### src/rtl/root_pkg.sv
// Shared definitions for the k-th root request dispatcher: operand and result
// widths, the Q10.10 value 1.0 used for degree-0 bypass, and FSM encoding.
package root_pkg;

    localparam int RADICAND_W = 10;
    localparam int DEGREE_W   = 3;
    localparam int RESULT_W   = 20;

    localparam logic [RESULT_W-1:0] ONE_Q10_10 = 20'h00400;

    typedef enum logic [1:0] {
        ST_IDLE  = 2'd0,
        ST_ISSUE = 2'd1,
        ST_WAIT  = 2'd2,
        ST_RESP  = 2'd3
    } state_t;

endpackage

### src/rtl/root_req_fifo.sv
// Request FIFO holding {radicand, degree, tag}. The head entry is visible
// combinationally so the dispatcher can inspect it before committing, and it
// stays put until the dispatcher pops it on the response handshake.
module root_req_fifo
    import root_pkg::*;
#(
    parameter int DEPTH = 4,
    parameter int TAG_W = 4
) (
    input  logic                  clk,
    input  logic                  rst_n,
    input  logic                  push,
    input  logic [RADICAND_W-1:0] push_radicand,
    input  logic [DEGREE_W-1:0]   push_degree,
    input  logic [TAG_W-1:0]      push_tag,
    input  logic                  pop,
    output logic                  full,
    output logic                  empty,
    output logic [RADICAND_W-1:0] head_radicand,
    output logic [DEGREE_W-1:0]   head_degree,
    output logic [TAG_W-1:0]      head_tag
);

    localparam int AW      = $clog2(DEPTH);
    localparam int ENTRY_W = RADICAND_W + DEGREE_W + TAG_W;

    logic [ENTRY_W-1:0] mem_q [DEPTH];
    logic [AW:0]        wr_ptr_q, wr_ptr_d;
    logic [AW:0]        rd_ptr_q, rd_ptr_d;

    // Pointers carry one extra wrap bit to tell full from empty.
    always_comb begin
        wr_ptr_d = wr_ptr_q + {{AW{1'b0}}, push};
        rd_ptr_d = rd_ptr_q + {{AW{1'b0}}, pop};
    end

    // Pointer registers; reset empties the FIFO.
    always_ff @(posedge clk) begin
        if (!rst_n) begin
            wr_ptr_q <= '0;
            rd_ptr_q <= '0;
        end else begin
            wr_ptr_q <= wr_ptr_d;
            rd_ptr_q <= rd_ptr_d;
        end
    end

    // Storage write; contents need no reset since the pointers gate reads.
    always_ff @(posedge clk) begin
        if (push) begin
            mem_q[wr_ptr_q[AW-1:0]] <= {push_radicand, push_degree, push_tag};
        end
    end

    assign empty = (wr_ptr_q == rd_ptr_q);
    assign full  = (wr_ptr_q[AW] != rd_ptr_q[AW]) &&
                   (wr_ptr_q[AW-1:0] == rd_ptr_q[AW-1:0]);

    assign {head_radicand, head_degree, head_tag} = mem_q[rd_ptr_q[AW-1:0]];

endmodule

### src/rtl/root_dispatcher.sv
// Feeds queued root requests one at a time to the k-th root engine, holds the
// operands for the whole computation and returns results in request order.
// Degree-0 requests are answered with 1.0 without touching the engine.
module root_dispatcher
    import root_pkg::*;
#(
    parameter int DEPTH = 4,
    parameter int TAG_W = 4
) (
    input  logic                  clk,
    input  logic                  rst_n,
    input  logic                  req_valid,
    output logic                  req_ready,
    input  logic [RADICAND_W-1:0] req_radicand,
    input  logic [DEGREE_W-1:0]   req_degree,
    input  logic [TAG_W-1:0]      req_tag,
    output logic                  root_in_valid,
    output logic [RADICAND_W-1:0] root_data_1,
    output logic [DEGREE_W-1:0]   root_data_2,
    input  logic                  root_out_valid,
    input  logic [RESULT_W-1:0]   root_out_data,
    output logic                  rsp_valid,
    input  logic                  rsp_ready,
    output logic [RESULT_W-1:0]   rsp_root,
    output logic [TAG_W-1:0]      rsp_tag,
    output logic                  rsp_bypass,
    output logic                  busy
);

    state_t                state_q, state_d;
    logic [RADICAND_W-1:0] root_data_1_q, root_data_1_d;
    logic [DEGREE_W-1:0]   root_data_2_q, root_data_2_d;
    logic [RESULT_W-1:0]   rsp_root_q, rsp_root_d;
    logic [TAG_W-1:0]      rsp_tag_q, rsp_tag_d;
    logic                  rsp_bypass_q, rsp_bypass_d;

    logic                  fifo_full;
    logic                  fifo_empty;
    logic                  fifo_push;
    logic                  fifo_pop;
    logic [RADICAND_W-1:0] head_radicand;
    logic [DEGREE_W-1:0]   head_degree;
    logic [TAG_W-1:0]      head_tag;

    // No pass-through when full: a pop this cycle does not free a slot until next.
    assign req_ready = !fifo_full;
    assign fifo_push = req_valid && !fifo_full;
    // The head stays queued while in flight so responses remain in order.
    assign fifo_pop  = (state_q == ST_RESP) && rsp_ready;

    root_req_fifo #(
        .DEPTH (DEPTH),
        .TAG_W (TAG_W)
    ) u_fifo (
        .clk           (clk),
        .rst_n         (rst_n),
        .push          (fifo_push),
        .push_radicand (req_radicand),
        .push_degree   (req_degree),
        .push_tag      (req_tag),
        .pop           (fifo_pop),
        .full          (fifo_full),
        .empty         (fifo_empty),
        .head_radicand (head_radicand),
        .head_degree   (head_degree),
        .head_tag      (head_tag)
    );

    // Next-state and operand/response register updates.
    always_comb begin
        state_d       = state_q;
        root_data_1_d = root_data_1_q;
        root_data_2_d = root_data_2_q;
        rsp_root_d    = rsp_root_q;
        rsp_tag_d     = rsp_tag_q;
        rsp_bypass_d  = rsp_bypass_q;
        unique case (state_q)
            ST_IDLE: begin
                // A lingering engine valid from the previous job must drop first.
                if (!fifo_empty && !root_out_valid) begin
                    rsp_tag_d = head_tag;
                    if (head_degree == '0) begin
                        rsp_root_d   = ONE_Q10_10;
                        rsp_bypass_d = 1'b1;
                        state_d      = ST_RESP;
                    end else begin
                        root_data_1_d = head_radicand;
                        root_data_2_d = head_degree;
                        state_d       = ST_ISSUE;
                    end
                end
            end
            ST_ISSUE: begin
                state_d = ST_WAIT;
            end
            ST_WAIT: begin
                if (root_out_valid) begin
                    rsp_root_d   = root_out_data;
                    rsp_bypass_d = 1'b0;
                    state_d      = ST_RESP;
                end
            end
            ST_RESP: begin
                if (rsp_ready) begin
                    state_d = ST_IDLE;
                end
            end
            default: begin
                state_d = ST_IDLE;
            end
        endcase
    end

    // State, operand and response registers.
    always_ff @(posedge clk) begin
        if (!rst_n) begin
            state_q       <= ST_IDLE;
            root_data_1_q <= '0;
            root_data_2_q <= '0;
            rsp_root_q    <= '0;
            rsp_tag_q     <= '0;
            rsp_bypass_q  <= 1'b0;
        end else begin
            state_q       <= state_d;
            root_data_1_q <= root_data_1_d;
            root_data_2_q <= root_data_2_d;
            rsp_root_q    <= rsp_root_d;
            rsp_tag_q     <= rsp_tag_d;
            rsp_bypass_q  <= rsp_bypass_d;
        end
    end

    assign root_in_valid = (state_q == ST_ISSUE);
    assign root_data_1   = root_data_1_q;
    assign root_data_2   = root_data_2_q;
    assign rsp_valid     = (state_q == ST_RESP);
    assign rsp_root      = rsp_root_q;
    assign rsp_tag       = rsp_tag_q;
    assign rsp_bypass    = rsp_bypass_q;
    assign busy          = (state_q != ST_IDLE) || !fifo_empty;

endmodule
### config.mk
export PLATFORM = sky130hd
export DESIGN_NAME = root_dispatcher
export DESIGN_NICKNAME = d
export VERILOG_FILES = /design/src/rtl/root_pkg.sv /design/src/rtl/root_req_fifo.sv /design/src/rtl/root_dispatcher.sv
export SDC_FILE = /design/constraint.sdc
export NUM_CORES = 1
export LEC_CHECK = 0
export ABC_AREA = 1
export CORE_MARGIN = 8
export CORE_UTILIZATION = 57
export DETAILED_ROUTE_END_ITERATION = 16
export PLACE_DENSITY_LB_ADDON = 0.1
export SETUP_SLACK_MARGIN = 0.5
export SLEW_MARGIN = 10
export SYNTH_ARGS = -nofsm -noshare
export SYNTH_HDL_FRONTEND = slang
export SYNTH_HIERARCHICAL = 1
export SYNTH_SLANG_ARGS = --single-unit
export TNS_END_PERCENT = 5
### constraint.sdc
create_clock -name clk -period 5 [get_ports clk]
set_clock_uncertainty 0.15 [all_clocks]
set_input_delay 1 -clock clk [delete_from_list [all_inputs] [get_ports clk]]
set_output_delay 1 -clock clk [all_outputs]
set_load 0.005 [all_outputs]
After elaboration in Yosys (flattened, before gate mapping). Memory sizes are Yosys's and may differ from the RTL's. A register that Yosys moved wholly into a read port is not among the register bits. Index checks and enable logic that the tools add are counted.

Register bits after elaboration: 46. Bits in writable memories: 68. Bits of input ports: 42. Output and inout bits: 42. Logic and storage cells: 54. Memories kept: 1.

Add/sub/neg operators: 2. Equal/unequal tests: 10. Muxes and demuxes: 16. Bitwise operators: 1. Reductions and logical operators: 16.

Memory list: u_fifo.mem_q (words 4, width 17, rd ports 1, clocked after memory_dff 1, write ports 1, line root_req_fifo.sv:27) `logic [ENTRY_W-1:0] mem_q [DEPTH];`.

Operators with widths (number): 2-to-1 mux 20 bit (3); case mux 20 bit (2 select lines) (1); 2-to-1 mux 2 bit (5); case mux 2 bit (4 select lines) (1); adder 3 x 1 -> 3 bit (2); != test 2 bit (second input constant) (3); AND reduction 3 bit (2); 2-to-1 mux 1 bit (5); equality test 2 bit (second input constant) (2); logical AND 1 bit (4); AND reduction 4 bit (1); nonzero test 2 bit (2); equality test 3 bit (1); logical NOT 1 bit (3); logical NOT 3 bit (1); equality test 2 x 1 -> 1 bit (second input constant) (1); equality test 2 bit (1); logical NOT 2 bit (1); != test 2 x 1 -> 1 bit (second input constant) (1); case mux 1 bit (2 select lines) (1); AND reduction 2 bit (1); logical OR 1 bit (1); != test 1 bit (1); inverter 1 bit (1).

Logic depth before layout (Yosys ltp).
Word-level depth: 6. Depth in mapped cells: 14. Mapped depth without buffers: 12.

Cells and area by module. Netlist, hierarchy kept.

Modules (own cells, without submodules): root_req_fifo (instances 1, cells an instance 258, area each 3151.8 µm², seq. area each 2162.1 µm²); root_dispatcher (instances 1, cells an instance 257, area each 1875.5 µm², seq. area each 800.8 µm²).

Least setup slack after synthesis. OpenSTA, ideal clock, no wires.

Path type: in2reg. Start: input req_valid. End: memory u_fifo/mem_q[1][0] (netlist bit) (enable). Library setup time: 0.413 ns. Arrival time: 2.424 ns. Data required time: 4.437 ns. Slack: 2.014 ns. Stages: 4. Path buffers: 0. Path through: inv_1 -> nor2_1 -> inv_1 -> nor3_1.

Longest elaborated chain between the ends: 3.

Ends and longest elaborated chain: from (decl) (line root_dispatcher.sv:12) `input logic req_valid,`; logical AND 1 bit (line root_dispatcher.sv:47) `assign fifo_push = req_valid && !fifo_full;`; via fifo_push (line root_dispatcher.sv:39) `logic fifo_push;`; 2-to-1 mux 1 bit (line root_req_fifo.sv:50) `if (push) begin`; 2-to-1 mux 1 bit (implied by the code) (line root_req_fifo.sv:51) `mem_q[wr_ptr_q[AW-1:0]] <= {push_radicand, push_degree, push_tag};`; to (decl) (line root_req_fifo.sv:27).

The timed path passes the listed nets, and every way through them passes these cells.

Worst setup path after layout.
Start: register u_fifo.rd_ptr_q[1]. End: output busy.

Longest elaborated chain between the ends: 3.

Ends and longest elaborated chain: from (decl) (line root_req_fifo.sv:29) `logic [AW:0] rd_ptr_q, rd_ptr_d;`; from (signal assigned) (line root_req_fifo.sv:44) `rd_ptr_q <= rd_ptr_d;`; equality test 3 bit (line root_req_fifo.sv:55) `assign empty = (wr_ptr_q == rd_ptr_q);`; via fifo_empty (line root_dispatcher.sv:38) `logic fifo_empty;`; logical NOT 1 bit (line root_dispatcher.sv:140) `assign busy = (state_q != ST_IDLE) || !fifo_empty;`; logical OR 1 bit (line root_dispatcher.sv:140); to (decl) (line root_dispatcher.sv:27) `output logic busy`.

The timed path passes the listed nets, and every way through them passes these cells.

==> flow_metrics.env <==
export IMPL_status="finished clean"
export IMPL_hold_viol_final=0
export IMPL_reg2reg_depth=9
export IMPL_cts_path_max_buffers=2
export IMPL_final_common_cell="nand2_1"
export IMPL_htree_levels=4
export IMPL_synthAdderAreaFrac_pct=2.24
export IMPL_leakage_uw=0.00270
export IMPL_yosys_warnings=6
export IMPL_drc=0
export IMPL_grt_max_degree=38
export IMPL_grt_pass1_wl_mm=17.1
export IMPL_cap_violations=0
export IMPL_worstHoldPathCells=2
export IMPL_p_clk_share_pct=43.1
export IMPL_antenna_cells=0
export IMPL_cts_repair_resized=0
export IMPL_synthMuxAreaShare_pct=0
export IMPL_grt_pass1_vias=3502
export IMPL_synth_area_sq_um=5030
export IMPL_hpwl_mm=6.95
export IMPL_die_area_sq_um=12100
export IMPL_finalNetCount=650
export IMPL_avgSynthCellArea_sq_um=9.76
export IMPL_via_per_inst=5.03
export IMPL_cp_data_required_time_ns=3.85
export IMPL_p_int_uw=2000
export IMPL_gp_congestion=0.766
export IMPL_dp_cells=688
export IMPL_p_comb_share_pct=17.1
export IMPL_io_buffers=83
export IMPL_antenna_found_initial=0
export IMPL_met1_length_mm=4.55
export IMPL_cp_arrival_ns=2.49
export IMPL_cts_buffers=17
export IMPL_overflow=0
export IMPL_worstSetupPathType="reg -> out"
export IMPL_io_pins=84
export IMPL_final_cells=720
export IMPL_crit_fanout=20
export IMPL_clkLatencyLatePin_ns=0.51
export IMPL_ff_latch_area_sq_um=2960
export IMPL_syn_nets=566
export IMPL_dr_total_vias=3625
export IMPL_fmax_mhz=274
export IMPL_cts_tree="done"
export IMPL_worstMarginPinSlew_ns=1.04
export IMPL_synth_xor_area_share_pct=0.348
export IMPL_most_common_layout_cells="nand2_1 (150), clkdlybuf4s50_1 (83), inv_1 (75)"
export IMPL_netlist_instances=515
export IMPL_synth_top_family_by_area="simple AND/OR/NAND/NOR gates"
export IMPL_area_delta_synth_final_pct=28.3
export IMPL_worstSetupEndpointType="output pin"
export IMPL_wl_met2_mm=5.22
export IMPL_ant_nets=0
export IMPL_rsz0062_at_grt="false"
export IMPL_cts_post_setup_buffers_inserted=0
export IMPL_seq_area_frac_synth_pct=58.9
export IMPL_multi_input_area_sq_um=1570
export IMPL_synth_distinct_cells=26
export IMPL_wl_per_cell_um=15.0
export IMPL_dr_first_iter_drc_count=159
export IMPL_highest_layer="met4"
export IMPL_hp_class="reg -> reg"
export IMPL_core_area_sq_um=8640
export IMPL_synth_simple_area_share_pct=17.9
export IMPL_path_clk_slew_ns=0.06
export IMPL_firstDrtPassIters=4
export IMPL_finalCriticalPeriod_ns=3.64
export IMPL_ys_ff_latch=114
export IMPL_cts_sinks=114
export IMPL_setup_violations=0
export IMPL_power_density_nw_per_um2=424
export IMPL_slew_headroom_pct=30.6
export IMPL_drive_gt1_share_pct=14.4
export IMPL_initial_core_util_pct=58.2
export IMPL_track_usage_pct=18.5
export IMPL_ir_drop_mv=0.303
export IMPL_die_height_um=110
export IMPL_rows=34
export IMPL_start_kind="flip-flop"
export IMPL_power_switching_uw=735
export IMPL_p_sw_share_pct=26.9
export IMPL_fill_cells=622
export IMPL_clockRootBuffer="clkbuf_8"
export IMPL_timing_final_crit_share_pct=72.9
export IMPL_holdBufCountCts=0
export IMPL_fp_dieW_um=110
export IMPL_routed_wirelength_mm=10.8
export IMPL_synth_compound_area_share_pct=10.4
export IMPL_drv_slew=0
export IMPL_power_frac_seq_pct=39.8
export IMPL_final_setup_tns_ns=0
export IMPL_met3WireLength_um=882
==> cells by family (layout without fill, tap and decap cells) <==
family                     count (synthesis)  after routing
and+or+nand+nor                          216            216
DFF                                      114            114
buffers and inverters                    102            199
AOI/OAI and AO/OA                         72             72
adders and majority gates                  9              9
xor gates and xnor gates                   2              2
==> flip-flops by register name (all words and copies together), names as in the netlist <==
register         cells
u_fifo/mem_q        68
rsp_root            20
root_data_1         10
rsp_tag              4
root_data_2          3
u_fifo/rd_ptr_q      3
u_fifo/wr_ptr_q      3
state_q              2
rsp_bypass           1
==> synth_stat cells <==
library cell / number / share of area (%)
buf_4: 2 / 0.30
nor2_4: 2 / 0.45
nand2_1: 150 / 11
inv_6: 1 / 0.17
nand2_2: 11 / 1.4
nor3_1: 4 / 0.40
nor2_2: 3 / 0.37
o21ai_0: 19 / 1.9
nand3_1: 23 / 2.3
o211ai_2: 17 / 4.2
clkinv_4: 1 / 0.17
inv_1: 75 / 5.6
xnor2_1: 2 / 0.35
a21oi_2: 9 / 1.6
a21oi_1: 24 / 2.4
dfxtp_1: 46 / 18
ha_1: 9 / 2.2
nor2_1: 22 / 1.6
edfxtp_1: 68 / 41
nand2_4: 1 / 0.22
buf_8: 1 / 0.30
buf_6: 12 / 2.7
inv_2: 1 / 0.075
clkbuf_1: 2 / 0.15
buf_2: 7 / 0.70
o21ai_1: 3 / 0.30
==> cell type report <==
type | count | area share, %
flip-flops and latches | 114 | 45.9
repair buffers | 89 | 13.6
multi-input cells | 299 | 24.4
clock buffers | 22 | 7.82
well taps | 108 | 2.10
inverters | 78 | 4.69
clock inverters | 10 | 1.47
==> power groups by stage <==
stage                     logic [uW]  registers [uW]  clock network (uW)
final                            467            1090                1180
after global routing             520            1090                1240
after CTS                        471            1090                1200
after detailed placement         466            1110                   0
after global placement           459            1110                   0
after floorplan                  325            1100                   0
==> metrics by stage <==
step / power, uW / hold slack [ns] / setup slack [ns] / util, % / instance area (sq um)
after floorplan: 1430 / 0.305 / 2.01 / - / 5030
after global placement: 1570 / 0.298 / 1.83 / 67.7 / 5850
after detailed placement: 1570 / 0.303 / 1.79 / 67.7 / 5850
after CTS: 2760 / 0.312 / 1.37 / 74.7 / 6450
after global routing: 2860 / 0.329 / 1.19 / 74.7 / 6450
final: 2730 / 0.310 / 1.36 / 74.7 / 6450
==> worst max-delay path: stages, from the launching register on <==
cell and delay, ns:
dfxtp_1 0.92, xnor2_1 0.19, nand2_1 0.09, nor2_1 0.24, nand2_1 0.08, clkdlybuf4s50_1 0.48
==> per-layer routing <==
metal | vias to the layer above | track usage [%]
met3 | 15 | 4.87
li1 | 1822 | -
met1 | 1658 | 22.0
met5 | - | 0
met2 | 130 | 30.7
met4 | 0 | 8.10
==> worst paths after layout <==
| kind | end | slack [ns] | startpoint |
|---|---|---|---|
| min | rsp_root[0] | 0.31 | rsp_root[0] |
| max reg2reg | root_data_1[9] | 1.86 | u_fifo/rd_ptr_q[1] |
| min reg2reg | rsp_root[0] | 0.31 | rsp_root[0] |
| max | busy | 1.36 | u_fifo/rd_ptr_q[1] |
Note: power is estimated with default switching activity, not from simulation.
